### src/rtl/cpu_pkg.sv
// Shared CPU front-end definitions: default reset vector, default widths and the
// fetch entry layout used between the fetch unit and decode.
package cpu_pkg;

  localparam logic [31:0] RESET_PC_DEFAULT = 32'hBFC0_0000;
  localparam int          INST_W_DEFAULT   = 32;
  localparam int          ADDR_W_DEFAULT   = 32;

  typedef struct packed {
    logic [ADDR_W_DEFAULT-1:0] pc;
    logic [INST_W_DEFAULT-1:0] inst;
  } fetch_entry_t;

endpackage

### src/rtl/fetch_fifo.sv
// In-order instruction buffer with flush; head entry is presented from registers so
// decode never sees a combinational path from the write port.
module fetch_fifo import cpu_pkg::*; #(
  parameter  int DEPTH  = 4,
  parameter  int DATA_W = ADDR_W_DEFAULT + INST_W_DEFAULT,
  localparam int CW     = $clog2(DEPTH + 1),
  localparam int PW     = $clog2(DEPTH)
) (
  input  logic              clk,
  input  logic              rst,
  input  logic              flush,
  input  logic              push,
  input  logic [DATA_W-1:0] wdata,
  input  logic              ready,
  output logic              head_valid,
  output logic [DATA_W-1:0] head_data,
  output logic [CW-1:0]     count
);

  logic [DATA_W-1:0] mem_r [DEPTH];
  logic [PW-1:0]     rd_ptr_r, wr_ptr_r, rd_ptr_s, wr_ptr_s;
  logic [CW-1:0]     count_r, count_s;
  logic              head_valid_r;
  logic [DATA_W-1:0] head_data_r, head_data_s;
  logic              pop_s, push_s;

  // Pointers wrap at DEPTH explicitly so non power-of-two depths work.
  function automatic logic [PW-1:0] ptr_inc(input logic [PW-1:0] p);
    return (p == PW'(DEPTH - 1)) ? {PW{1'b0}} : p + PW'(1);
  endfunction

  // Next-state for pointers, occupancy and the registered head entry.
  always_comb begin
    pop_s    = head_valid_r && ready;
    push_s   = push && ((count_r < CW'(DEPTH)) || pop_s);
    rd_ptr_s = pop_s ? ptr_inc(rd_ptr_r) : rd_ptr_r;
    wr_ptr_s = push_s ? ptr_inc(wr_ptr_r) : wr_ptr_r;
    count_s  = count_r + CW'(push_s) - CW'(pop_s);
    if (count_s == {CW{1'b0}}) begin
      head_data_s = head_data_r;
    end else if (push_s && ((count_r - CW'(pop_s)) == {CW{1'b0}})) begin
      head_data_s = wdata;
    end else begin
      head_data_s = mem_r[rd_ptr_s];
    end
    if (flush) begin
      rd_ptr_s = {PW{1'b0}};
      wr_ptr_s = {PW{1'b0}};
      count_s  = {CW{1'b0}};
    end else begin
      count_s  = count_s;
    end
  end

  // Entry storage, written at the tail.
  always_ff @(posedge clk) begin
    if (push_s && !flush) begin
      mem_r[wr_ptr_r] <= wdata;
    end
  end

  // Control state and registered head.
  always_ff @(posedge clk or negedge rst) begin
    if (!rst) begin
      rd_ptr_r     <= {PW{1'b0}};
      wr_ptr_r     <= {PW{1'b0}};
      count_r      <= {CW{1'b0}};
      head_valid_r <= 1'b0;
      head_data_r  <= {DATA_W{1'b0}};
    end else begin
      rd_ptr_r     <= rd_ptr_s;
      wr_ptr_r     <= wr_ptr_s;
      count_r      <= count_s;
      head_valid_r <= (count_s != {CW{1'b0}});
      head_data_r  <= head_data_s;
    end
  end

  assign head_valid = head_valid_r;
  assign head_data  = head_data_r;
  assign count      = count_r;

endmodule

### src/rtl/fetch_queue.sv
// Instruction fetch front end: sequential PC generation, credit-limited outstanding
// requests, in-order response buffering and single-cycle redirect with discard.
module fetch_queue import cpu_pkg::*; #(
  parameter  int              ADDR_W   = ADDR_W_DEFAULT,
  parameter  int              INST_W   = INST_W_DEFAULT,
  parameter  int              DEPTH    = 4,
  parameter  logic [ADDR_W-1:0] RESET_PC = ADDR_W'(RESET_PC_DEFAULT),
  localparam int              CW       = $clog2(DEPTH + 1)
) (
  input  logic              clk,
  input  logic              rst,
  output logic              imem_req,
  output logic [ADDR_W-1:0] imem_addr,
  input  logic              imem_gnt,
  input  logic              imem_rvalid,
  input  logic [INST_W-1:0] imem_rdata,
  output logic              out_valid,
  input  logic              out_ready,
  output logic [INST_W-1:0] out_inst,
  output logic [ADDR_W-1:0] out_pc,
  input  logic              redirect_valid,
  input  logic [ADDR_W-1:0] redirect_pc
);

  logic [ADDR_W-1:0]        fetch_pc_r, resp_pc_r;
  logic [CW-1:0]            inflight_r, discard_r, occ_s;
  logic [CW:0]              live_s;
  logic                     rvalid_s, grant_s, push_s, credit_s;
  logic [ADDR_W+INST_W-1:0] head_s;

  // Credit check counts buffered entries plus live (non-discarded) requests.
  always_comb begin
    rvalid_s = imem_rvalid && (inflight_r != {CW{1'b0}});
    live_s   = {1'b0, occ_s} + {1'b0, inflight_r} - {1'b0, discard_r};
    credit_s = (live_s < (CW + 1)'(DEPTH));
    imem_req = rst && !redirect_valid && credit_s;
    grant_s  = imem_req && imem_gnt;
    push_s   = rvalid_s && (discard_r == {CW{1'b0}}) && !redirect_valid;
  end

  assign imem_addr = fetch_pc_r;

  // PC generator, outstanding-request bookkeeping and redirect handling.
  always_ff @(posedge clk or negedge rst) begin
    if (!rst) begin
      fetch_pc_r <= RESET_PC;
      resp_pc_r  <= RESET_PC;
      inflight_r <= {CW{1'b0}};
      discard_r  <= {CW{1'b0}};
    end else if (redirect_valid) begin
      // Everything still outstanding after this cycle belongs to the old path.
      fetch_pc_r <= {redirect_pc[ADDR_W-1:2], 2'b00};
      resp_pc_r  <= {redirect_pc[ADDR_W-1:2], 2'b00};
      inflight_r <= inflight_r - CW'(rvalid_s);
      discard_r  <= inflight_r - CW'(rvalid_s);
    end else begin
      if (grant_s) begin
        fetch_pc_r <= fetch_pc_r + ADDR_W'(4);
      end
      inflight_r <= inflight_r + CW'(grant_s) - CW'(rvalid_s);
      if (rvalid_s && (discard_r != {CW{1'b0}})) begin
        discard_r <= discard_r - CW'(1);
      end
      if (push_s) begin
        resp_pc_r <= resp_pc_r + ADDR_W'(4);
      end
    end
  end

  fetch_fifo #(
    .DEPTH  (DEPTH),
    .DATA_W (ADDR_W + INST_W)
  ) u_fifo (
    .clk        (clk),
    .rst        (rst),
    .flush      (redirect_valid),
    .push       (push_s),
    .wdata      ({resp_pc_r, imem_rdata}),
    .ready      (out_ready),
    .head_valid (out_valid),
    .head_data  (head_s),
    .count      (occ_s)
  );

  assign out_pc   = head_s[ADDR_W+INST_W-1:INST_W];
  assign out_inst = head_s[INST_W-1:0];

endmodule

### config.mk
export PLATFORM = sky130hd
export DESIGN_NAME = fetch_queue
export DESIGN_NICKNAME = d
export VERILOG_FILES = /design/src/rtl/cpu_pkg.sv /design/src/rtl/fetch_fifo.sv /design/src/rtl/fetch_queue.sv
export SDC_FILE = /design/constraint.sdc
export NUM_CORES = 1
export LEC_CHECK = 0
export ABC_AREA = 1
export BUFFER_PORTS_ARGS = -buffer_cell sky130_fd_sc_hd__buf_2
export CORE_ASPECT_RATIO = 0.9
export CORE_UTILIZATION = 35
export CTS_CLUSTER_DIAMETER = 60
export DETAILED_ROUTE_END_ITERATION = 10
export GPL_TIMING_DRIVEN = 0
export PLACE_DENSITY_LB_ADDON = 0.2
export SYNTH_ARGS = -nofsm -noshare
export SYNTH_HDL_FRONTEND = slang
export SYNTH_SLANG_ARGS = --single-unit
### constraint.sdc
create_clock -name clk -period 5.9 [get_ports clk]
set_input_delay 0.59 -clock clk [delete_from_list [all_inputs] [get_ports clk]]
set_output_delay 0.59 -clock clk [all_outputs]
set_load 0.01 [all_outputs]
==> metrics, run 1 <==
outcome=finished, violations left; failing checks=negative hold slack; clk_lat worst skew=0.60 ns; setup violators final=0; Reg clk slew, reported paths=0.06 ns; crit path kind=reg2reg; critical path startpoint category=register; largest net degree at the start of global routing=78; filler cell count=5211; CP max-delay cell=fa_1; crit-path cells=inv_1 -> fa_1 -> ha_1 -> a21oi_1 -> a21oi_1 -> nor2_1 -> nand3_1 -> clkbuf_1 -> ha_1 -> inv_1 -> ha_1 -> fa_1 -> xor2_1 -> or2_2 -> nand3_1 -> nand2_1; vias after detailed routing=15.0k; Arr. time, crit path=4.49 ns; row count=79; final setup TNS=0 ns; LEAKAGE=9.43 nW; Peak VDD IR=0.000239 V; PortBufs=161; Reg area=10900 um^2; #FFs+latches synth=384; top cells by count, synth=nand2_1, nand3_1, edfxtp_1; detail-routed via count per cell=5.08; # hold bufs at CTS=0; reg-to-reg startpoint=discard_r[2]; Post-Synthesis Cell Area=18400 um^2; DR DRC count=0; H-tree lvl count=2; element type at the critical path end=register; Hold WC Path Type=in2async; Layout area overhead=19.1%; CTS buffer count=46; slew margin rel.=31.4%; largest area contributor in the netlist=edfxtp_1; number of enable flip-flop cells after synthesis=248; Int Pwr=0.00637 W; CP top delay family=adder cells; DP Wirelength=39.7 mm; FF-to-FF End=inflight_r[2]; Hold WS=-0.000976 ns; Die ar.=53500 um^2; register area share after synthesis=59.1%; Main synth FF type=edfxtp_1; max_cap viols=0; RD Place Congestion=0.900; crit-path most repeated cell=ha_1; Worst path depth=16; minimum clock period=4.02 ns; sw power=0.00426 W; share of power burned in the clock network=27.8%; initial antenna violation count=1; Combinational Power Share=36.4%; share of layout cells above drive strength 1=16.3%; Die Ht=219 um; CTS Buffer Depth=3; RSZ-0062 raised after global routing=no; Final Net Count=2327; most frequent cell after synthesis=nand2_1; max-slew violations=0; grt ovf=0; Total GRT Usage=21.8%; Multi-input gate area=6590 um^2; synth top area cells=edfxtp_1, dfrtp_1, nand2_1; CORE AREA=51800 um^2; Mean Syn Cell Area=9.15 um^2; Pre-Repair DR Iteration Count=5; vias in the first global route=15.0k; Total Power=0.0106 W; Worst R2R Setup Slack=1.88 ns; Gates resized, CTS repair=0; Wirelength per Cell=19.4 um; Final period util=68.2%; Power Dens Cells=485 nW/um^2; top cell type's share of synthesized area=40.5%; sw frac=40.1%; routed wire length=57.5 mm; Highest Clock Rate=0.249 GHz; Buf/Inv on CP=3; Async SR Flop Fraction=35.4%; first-pass GRT wire length=89.3 mm; Mapped Cells=2011; Ys Warns=0; DR iter-0 viols=1080; Reg power frac=35.8%; CP max FO=10; Die Width=244 um; total clock sinks=384; CTS tree=yes; post-route ant nets=0; Register-to-Register Path Depth=16; Synth cell types=42; antenna cells=0; WP data required=6.36 ns; Hold Vio Cnt, Final=1; Post-CTS Setup Inserts=0; Initial Utilization=35.5%; # IOs=168; Critical Path Max Stage Delay=0.46 ns; measured slew at the worst slew-check pin=1.03 ns; Root Buffer=clkbuf_16; Max Clock Skew=0.0182 ns
## logic make-up (layout without fill, tap and decap cells)
| group | Yosys count | in the layout | share of synthesized area, % |
|---|---|---|---|
| compound gates | 86 | 86 | 2.62 |
| flops | 384 | 384 | 59.1 |
| simple gates | 1293 | 1293 | 30.9 |
| buf+inv | 216 | 473 | 5.26 |
| other cells | 1 | 4 | 0.0204 |
| xor+xnor | 7 | 7 | 0.333 |
| fa+ha+maj | 24 | 24 | 1.80 |
## cell usage in the layout, fill, tap and decap left out, drive strengths merged, types with 2 or more instances in the layout
master    instances
buf             245
dfstp            18
nor2            118
o211ai            4
xor2              4
clkinv           17
clkbuf           94
xnor2             3
nand3           447
a22oi             2
clkinvlp          5
conb              4
o21ai            28
ha               20
edfxtp          248
fa                4
nand3b           38
and2              3
bufinv            7
inv             105
nand2           671
nor3              3
a31oi             6
nand4             9
dfrtp           118
or2               4
o21bai            2
a21oi            41
## worst max-delay path by stage
stage	slack (ns)	start	end
after floorplan	1.59	discard_r[1]	u_fifo.mem_r[0][0]
after global placement	-1.00	redirect_valid	u_fifo.mem_r[1][27]
after detailed placement	1.81	out_ready	u_fifo.head_data[51]
after CTS	1.88	discard_r[2]	inflight_r[2]
after global routing	1.63	discard_r[2]	inflight_r[2]
final	1.88	discard_r[2]	inflight_r[2]
## metal layers
metal | global-route usage, % | share of wire (%)
met2 | 35.3 | 46
met3 | 3.25 | 6.4
met1 | 29.9 | 45
met5 | 0 | 0
met4 | 7.23 | 2.9
## per-stage QoR
step | util (%) | hold WS (ns) | std cells | cell area [um^2] | worst slack, ns
global placement | 38.8 | 0.457 | 2863 | 20100 | -1.00
global route | 42.3 | 0.0436 | 2959 | 21900 | 1.63
floorplan | - | 0.294 | 2014 | 18400 | 1.59
CTS | 42.3 | 0.00859 | 2959 | 21900 | 1.88
finish | 42.3 | -0.000976 | 2959 | 21900 | 1.88
detailed placement | 39.3 | 0.462 | 2873 | 20300 | 1.81
## state kept, by name, indices dropped and copies added, names as in the netlist
register and count:
discard_r 3, imem_addr 30, inflight_r 3, resp_pc_r 30, u_fifo.count 3, u_fifo.head_data 62
u_fifo.head_valid 1, u_fifo.mem_r 248, u_fifo.rd_ptr_r 2, u_fifo.wr_ptr_r 2
## area by class of cell
type	instances	share of cell area [%]
plain buffers	113	2.65
inverters	103	1.76
multi-input cells	1414	30.1
clock inverters	31	1.78
repair buffers	171	4.76
clock buffers	55	5.41
flip-flops and latches	384	49.6
well taps	688	3.93
## power groups by stage
stage | registers (W) | clock network, W | logic [W]
6_report | 0.00381 | 0.00296 | 0.00387
3_5_place_dp | 0.00386 | 0 | 0.00388
4_1_cts | 0.00381 | 0.00301 | 0.00391
5_1_grt | 0.00387 | 0.00312 | 0.00437
3_3_place_gp | 0.00385 | 0 | 0.00382
2_1_floorplan | 0.00388 | 0 | 0.00230
No activity file was read; power rests on OpenSTA's default activity.
==> inputs of run 2 (changes only) <==
==> constraint.sdc (replaced) <==
create_clock -name clk -period 3.3 [get_ports clk]
set_input_delay 0.33 -clock clk [delete_from_list [all_inputs] [get_ports clk]]
set_output_delay 0.33 -clock clk [all_outputs]
set_load 0.01 [all_outputs]
==> metrics, run 2 (synthesis gave the netlist of run 1 again) <==
outcome=finished clean; largest net degree at the start of global routing=89; Final Net Count=2368; post-route ant nets=0; sw frac=39.6%; crit-path cells=fa_1 -> inv_2 -> ha_4 -> nand4_1 -> nand3_1 -> nand2_1 -> nor2_2 -> nand3_2 -> ha_4 -> inv_2 -> ha_4 -> fa_2 -> xor2_2 -> or2_4 -> nand3_2 -> nand2_1; Combinational Power Share=38.6%; Hold WC Path Type=in2reg; Total GRT Usage=21.5%; DP Cell Count=2872; crit-path most repeated cell=ha_4; Peak VDD IR=0.000407 V; first-pass GRT wire length=88.0 mm; final setup TNS=0 ns; Wirelength per Cell=19.1 um; DR DRC count=0; RD Place Congestion=0.908; final core utilization=43.2%; minimum clock period=3.26 ns; Int Pwr=0.0117 W; Root Buffer=clkbuf_16; vias after detailed routing=15.1k; Pre-Repair DR Iteration Count=5; max-slew violations=0; Highest Clock Rate=0.306 GHz; max reg flops=248; commonest non-fill, non-tap cell in the layout=nand2_1; total clock sinks=384; Most flops, register=u_fifo.mem_r; CTS buffer count=44; Layout area overhead=21.7%; share of power burned in the clock network=26.3%; max_cap viols=0; row count=79; Reg clk slew, reported paths=0.06 ns; Final WS setup=0.0358 ns; detail-routed via count per cell=5.04; critical path startpoint category=register; Die ar.=53500 um^2; H-tree lvl count=2; filler cell count=5151; Critical Path Max Stage Delay=0.56 ns; routed wire length=57.1 mm; Die Ht=219 um; antenna cells=0; Reg power frac=35.1%; DR iter-0 viols=1007; CTS tree=yes; most frequent cells in the layout=nand2_1, nand3_1, edfxtp_1; share of layout cells above drive strength 1=17.4%; grt ovf=0; vias in the first global route=15.0k; clk_lat worst skew=0.58 ns; element type at the critical path end=register; RSZ-0062 raised after global routing=yes; initial antenna violation count=1; slew margin rel.=39.8%; Arr. time, crit path=3.71 ns; Max Clock Skew=0.0151 ns; Final Non-Filler Cells=2998; Worst R2R Setup Slack=0.04 ns; crit path kind=reg2reg; Total Power=0.0194 W; PortBufs=161; CP max FO=2; setup violators final=0; Final period util=98.9%; Initial Utilization=35.5%; CORE AREA=51800 um^2; LEAKAGE=9.62 nW; sw power=0.00766 W; measured slew at the worst slew-check pin=0.902 ns; # IOs=168; DP Wirelength=39.7 mm; Post-Place Worst Slack=-0.586 ns; CP max-delay cell=fa_1; Hold Vio Cnt, Final=0; Die Width=244 um; Power Dens Cells=865 nW/um^2; CTS Buffer Depth=3; WP data required=3.74 ns
run 2: cell types whose count changed in the layout (fill, tap and decap cells not counted), sizes merged:
cell,change
dlygate4sd3,+31
buf,+15
clkinvlp,-4
clkinv,+3
inv,-3
clkbuf,-2
bufinv,-1
run 2: path summary, 6_finish.rpt:
kind / start / cells after the start / endpoint
worst max-delay path: discard_r[1] / 16 / inflight_r[2]
worst min-delay path: imem_rdata[18] / 1 / u_fifo.mem_r[3][18]
worst max register to register: discard_r[1] / 16 / inflight_r[2]
worst min register to register: u_fifo.head_data[9] / 2 / u_fifo.head_data[9]
max in group asynchronous: rst / 3 / u_fifo.head_data[25]
min in group asynchronous: rst / 2 / imem_addr[21]
run 2: final cells by class:
class                      count  area, um^2  area share (%)
clock buffer                  56        1200            5.35
clock inverter                26         314            1.40
multi-input combinational   1414        6700            29.9
buffer                       112         612            2.73
inverter                     103         392            1.75
sequential                   384       10900            48.6
tap                          688         861            3.85
timing repair buffer         215        1440            6.44
run 2: critical path, delay by kind of cell (launching register included):
kind          cells  cell delay (ns)
flops             1             0.40
buf+inv           2             0.08
fa+ha+maj         5             1.64
xor+xnor          1             0.16
simple gates      8             0.85
run 2: metal layers:
metal	global-route usage (%)	wire (um)	up-vias
met5	0	0	-
met4	6.04	1210	0
met3	3.36	3620	77
met2	35.7	26900	472
met1	29.1	25300	7242
li1	-	-	7307
run 2: power by group through the flow:
stage	Clock [W]	Sequential, W	Combinational [W]
2_1_floorplan	0	0.00693	0.00421
3_3_place_gp	0	0.00687	0.00688
3_5_place_dp	0	0.00688	0.00702
4_1_cts	0.00520	0.00679	0.00738
5_1_grt	0.00538	0.00691	0.00837
6_report	0.00509	0.00680	0.00748
run 2: timing repair:
action	in CTS	in global routing
hold buffers	31	0
hold endpoints to repair	151	0
gates resized for setup	14	27
endpoints found under the setup margin	65	62
buffers inserted	7	7
pin swaps	8	7
run 2: metrics by stage:
stage,cell area (um^2),hold WS [ns]
global placement,20100,0.457
floorplan,18500,0.0344
CTS,22300,0.000532
detailed placement,20400,0.334
finish,22400,0.0320
global route,22400,0.0119
==> inputs of run 3 (changes only) <==
--- a/config.mk
+++ b/config.mk
@@ -11,8 +11,10 @@
 export CORE_UTILIZATION = 35
 export CTS_CLUSTER_DIAMETER = 60
 export DETAILED_ROUTE_END_ITERATION = 10
+export GPL_ROUTABILITY_DRIVEN = 0
 export GPL_TIMING_DRIVEN = 0
 export PLACE_DENSITY_LB_ADDON = 0.2
+export RECOVER_POWER = 50
 export SYNTH_ARGS = -nofsm -noshare
 export SYNTH_HDL_FRONTEND = slang
 export SYNTH_SLANG_ARGS = --single-unit
==> constraint.sdc (replaced) <==
create_clock -name clk -period 3.5 [get_ports clk]
set_input_delay 0.35 -clock clk [delete_from_list [all_inputs] [get_ports clk]]
set_output_delay 0.35 -clock clk [all_outputs]
set_load 0.01 [all_outputs]
==> metrics, run 3 (synthesis gave the netlist of run 1 again) <==
Root Buffer=clkbuf_16; Reg clk slew, reported paths=0.06 ns; Pre-Repair DR Iteration Count=5; CTS tree=yes; CORE AREA=51800 um^2; Power Dens Cells=807 nW/um^2; clk_lat worst skew=0.59 ns; LEAKAGE=9.31 nW; total clock sinks=384; max-slew violations=129; Final Non-Filler Cells=2995; routed wire length=57.0 mm; Int Pwr=0.0107 W; grt ovf=0; initial antenna violation count=2; critical path startpoint category=register; outcome=finished, violations left; DR DRC count=0; DP Wirelength=39.3 mm; filler cell count=5111; sw power=0.00721 W; max reg flops=248; crit-path cells=inv_1 -> fa_1 -> ha_4 -> nand4_1 -> nand3_1 -> nand2_1 -> nor2_2 -> nand3_2 -> buf_8 -> ha_1 -> inv_1 -> ha_1 -> fa_2 -> xor2_1 -> or2_2 -> nand3_1 -> nand2_1; Hold Vio Cnt, Final=0; row count=79; crit path kind=reg2reg; CTS Buffer Depth=3; Initial Utilization=35.5%; Total Power=0.0179 W; first-pass GRT wire length=87.6 mm; Hold WC Path Type=in2reg; Die Ht=219 um; PortBufs=161; share of power burned in the clock network=26.3%; vias after detailed routing=15.1k; max_cap viols=2; CP max FO=5; Buf/Inv on CP=3; post-route ant nets=0; minimum clock period=3.39 ns; Critical Path Max Stage Delay=0.45 ns; Highest Clock Rate=0.295 GHz; sw frac=40.4%; Die Width=244 um; CP top delay family=adder cells; Final period util=96.8%; Max Clock Skew=0.0206 ns; Layout area overhead=20.3%; WP data required=3.97 ns; detail-routed via count per cell=5.04; Most flops, register=u_fifo.mem_r; # IOs=168; vias in the first global route=14.8k; DP Cell Count=2872; antenna cells=0; share of layout cells above drive strength 1=13.1%; DR iter-0 viols=1012; most frequent cells in the layout=nand2_1, nand3_1, edfxtp_1; failing checks=max-capacitance violations, max-slew violations; Final Net Count=2364; slew margin rel.=-28.3%; Arr. time, crit path=3.86 ns; Total GRT Usage=21.4%; commonest non-fill, non-tap cell in the layout=nand2_1; Wirelength per Cell=19.0 um; Combinational Power Share=37.8%; largest net degree at the start of global routing=72; H-tree lvl count=2; element type at the critical path end=register; CTS buffer count=45; Reg power frac=35.9%; RSZ-0062 raised after global routing=yes; setup violators final=0; measured slew at the worst slew-check pin=1.92 ns; Die ar.=53500 um^2; Peak VDD IR=0.000382 V; CP max-delay cell=dfrtp_2
[run 3: final timing paths]
path                       slack [ns]                  from              endpoint  depth (start not counted)
setup / recovery                 0.11          discard_r[2]         inflight_r[2]                         17
hold / removal                   0.07       redirect_pc[29]         imem_addr[29]                          5
setup reg to reg                 0.11          discard_r[2]         inflight_r[2]                         17
hold reg to reg                  0.47  u_fifo.head_data[23]  u_fifo.head_data[23]                          2
max in group asynchronous        1.15                   rst          discard_r[2]                          3
min in group asynchronous        0.34                   rst         imem_addr[31]                          2
[run 3: through the flow]
stage / setup TNS [ns] / setup WS, ns / hold slack [ns] / area, um^2 / utilization, %
floorplan: -201.36 / -0.812 / 0.0544 / 18400 / -
global placement: -858.86 / -3.34 / 0.457 / 20100 / 38.8
detailed placement: -16.70 / -0.534 / 0.461 / 20300 / 39.2
CTS: -0.0625 / -0.0625 / 0.000862 / 22200 / 42.9
global route: -0.0818 / -0.0818 / 0.0781 / 22100 / 42.7
finish: 0 / 0.111 / 0.0691 / 22100 / 42.7
[run 3: layer usage]
layer	share of wire (%)	GRT usage, %	vias to the layer above	wire length (um)
li1	-	-	7302	-
met1	44	29.1	7177	25200
met3	7.1	4.07	90	4050
met2	47	35.1	536	26600
met4	2.2	5.85	0	1260
met5	0	0	-	0
[run 3: area by class of cell]
cell class,instances,area (um^2),area share [%]
well taps,688,861,3.89
clock buffers,53,1180,5.32
repair buffers,209,1280,5.77
clock inverters,31,292,1.32
flip-flops and latches,384,10900,49.1
multi-input cells,1414,6650,30.1
plain buffers,113,602,2.72
inverters,103,392,1.77
[run 3: timing repair]
| item | in CTS | in global routing |
|---|---|---|
| hold buffers | 33 | 0 |
| hold endpoints to repair | 195 | 0 |
| setup buffers | 4 | 2 |
| endpoints found under the setup margin | 62 | 25 |
| gates resized for setup | 12 | 12 |
| pin swaps | 4 | 5 |
[run 3: tightest hold or removal path, delay by kind of cell]
family                 cells  cell delay (ns)
buffers and inverters      1             0.11
and+or+nand+nor            4             0.19
[run 3: power by group through the flow]
stage               Clock, W  Sequential, W  Combinational [W]
detailed placement         0        0.00649            0.00652
finish               0.00470        0.00642            0.00674
CTS                  0.00478        0.00641            0.00680
global placement           0        0.00648            0.00640
global route         0.00496        0.00652            0.00760
floorplan                  0        0.00653            0.00388
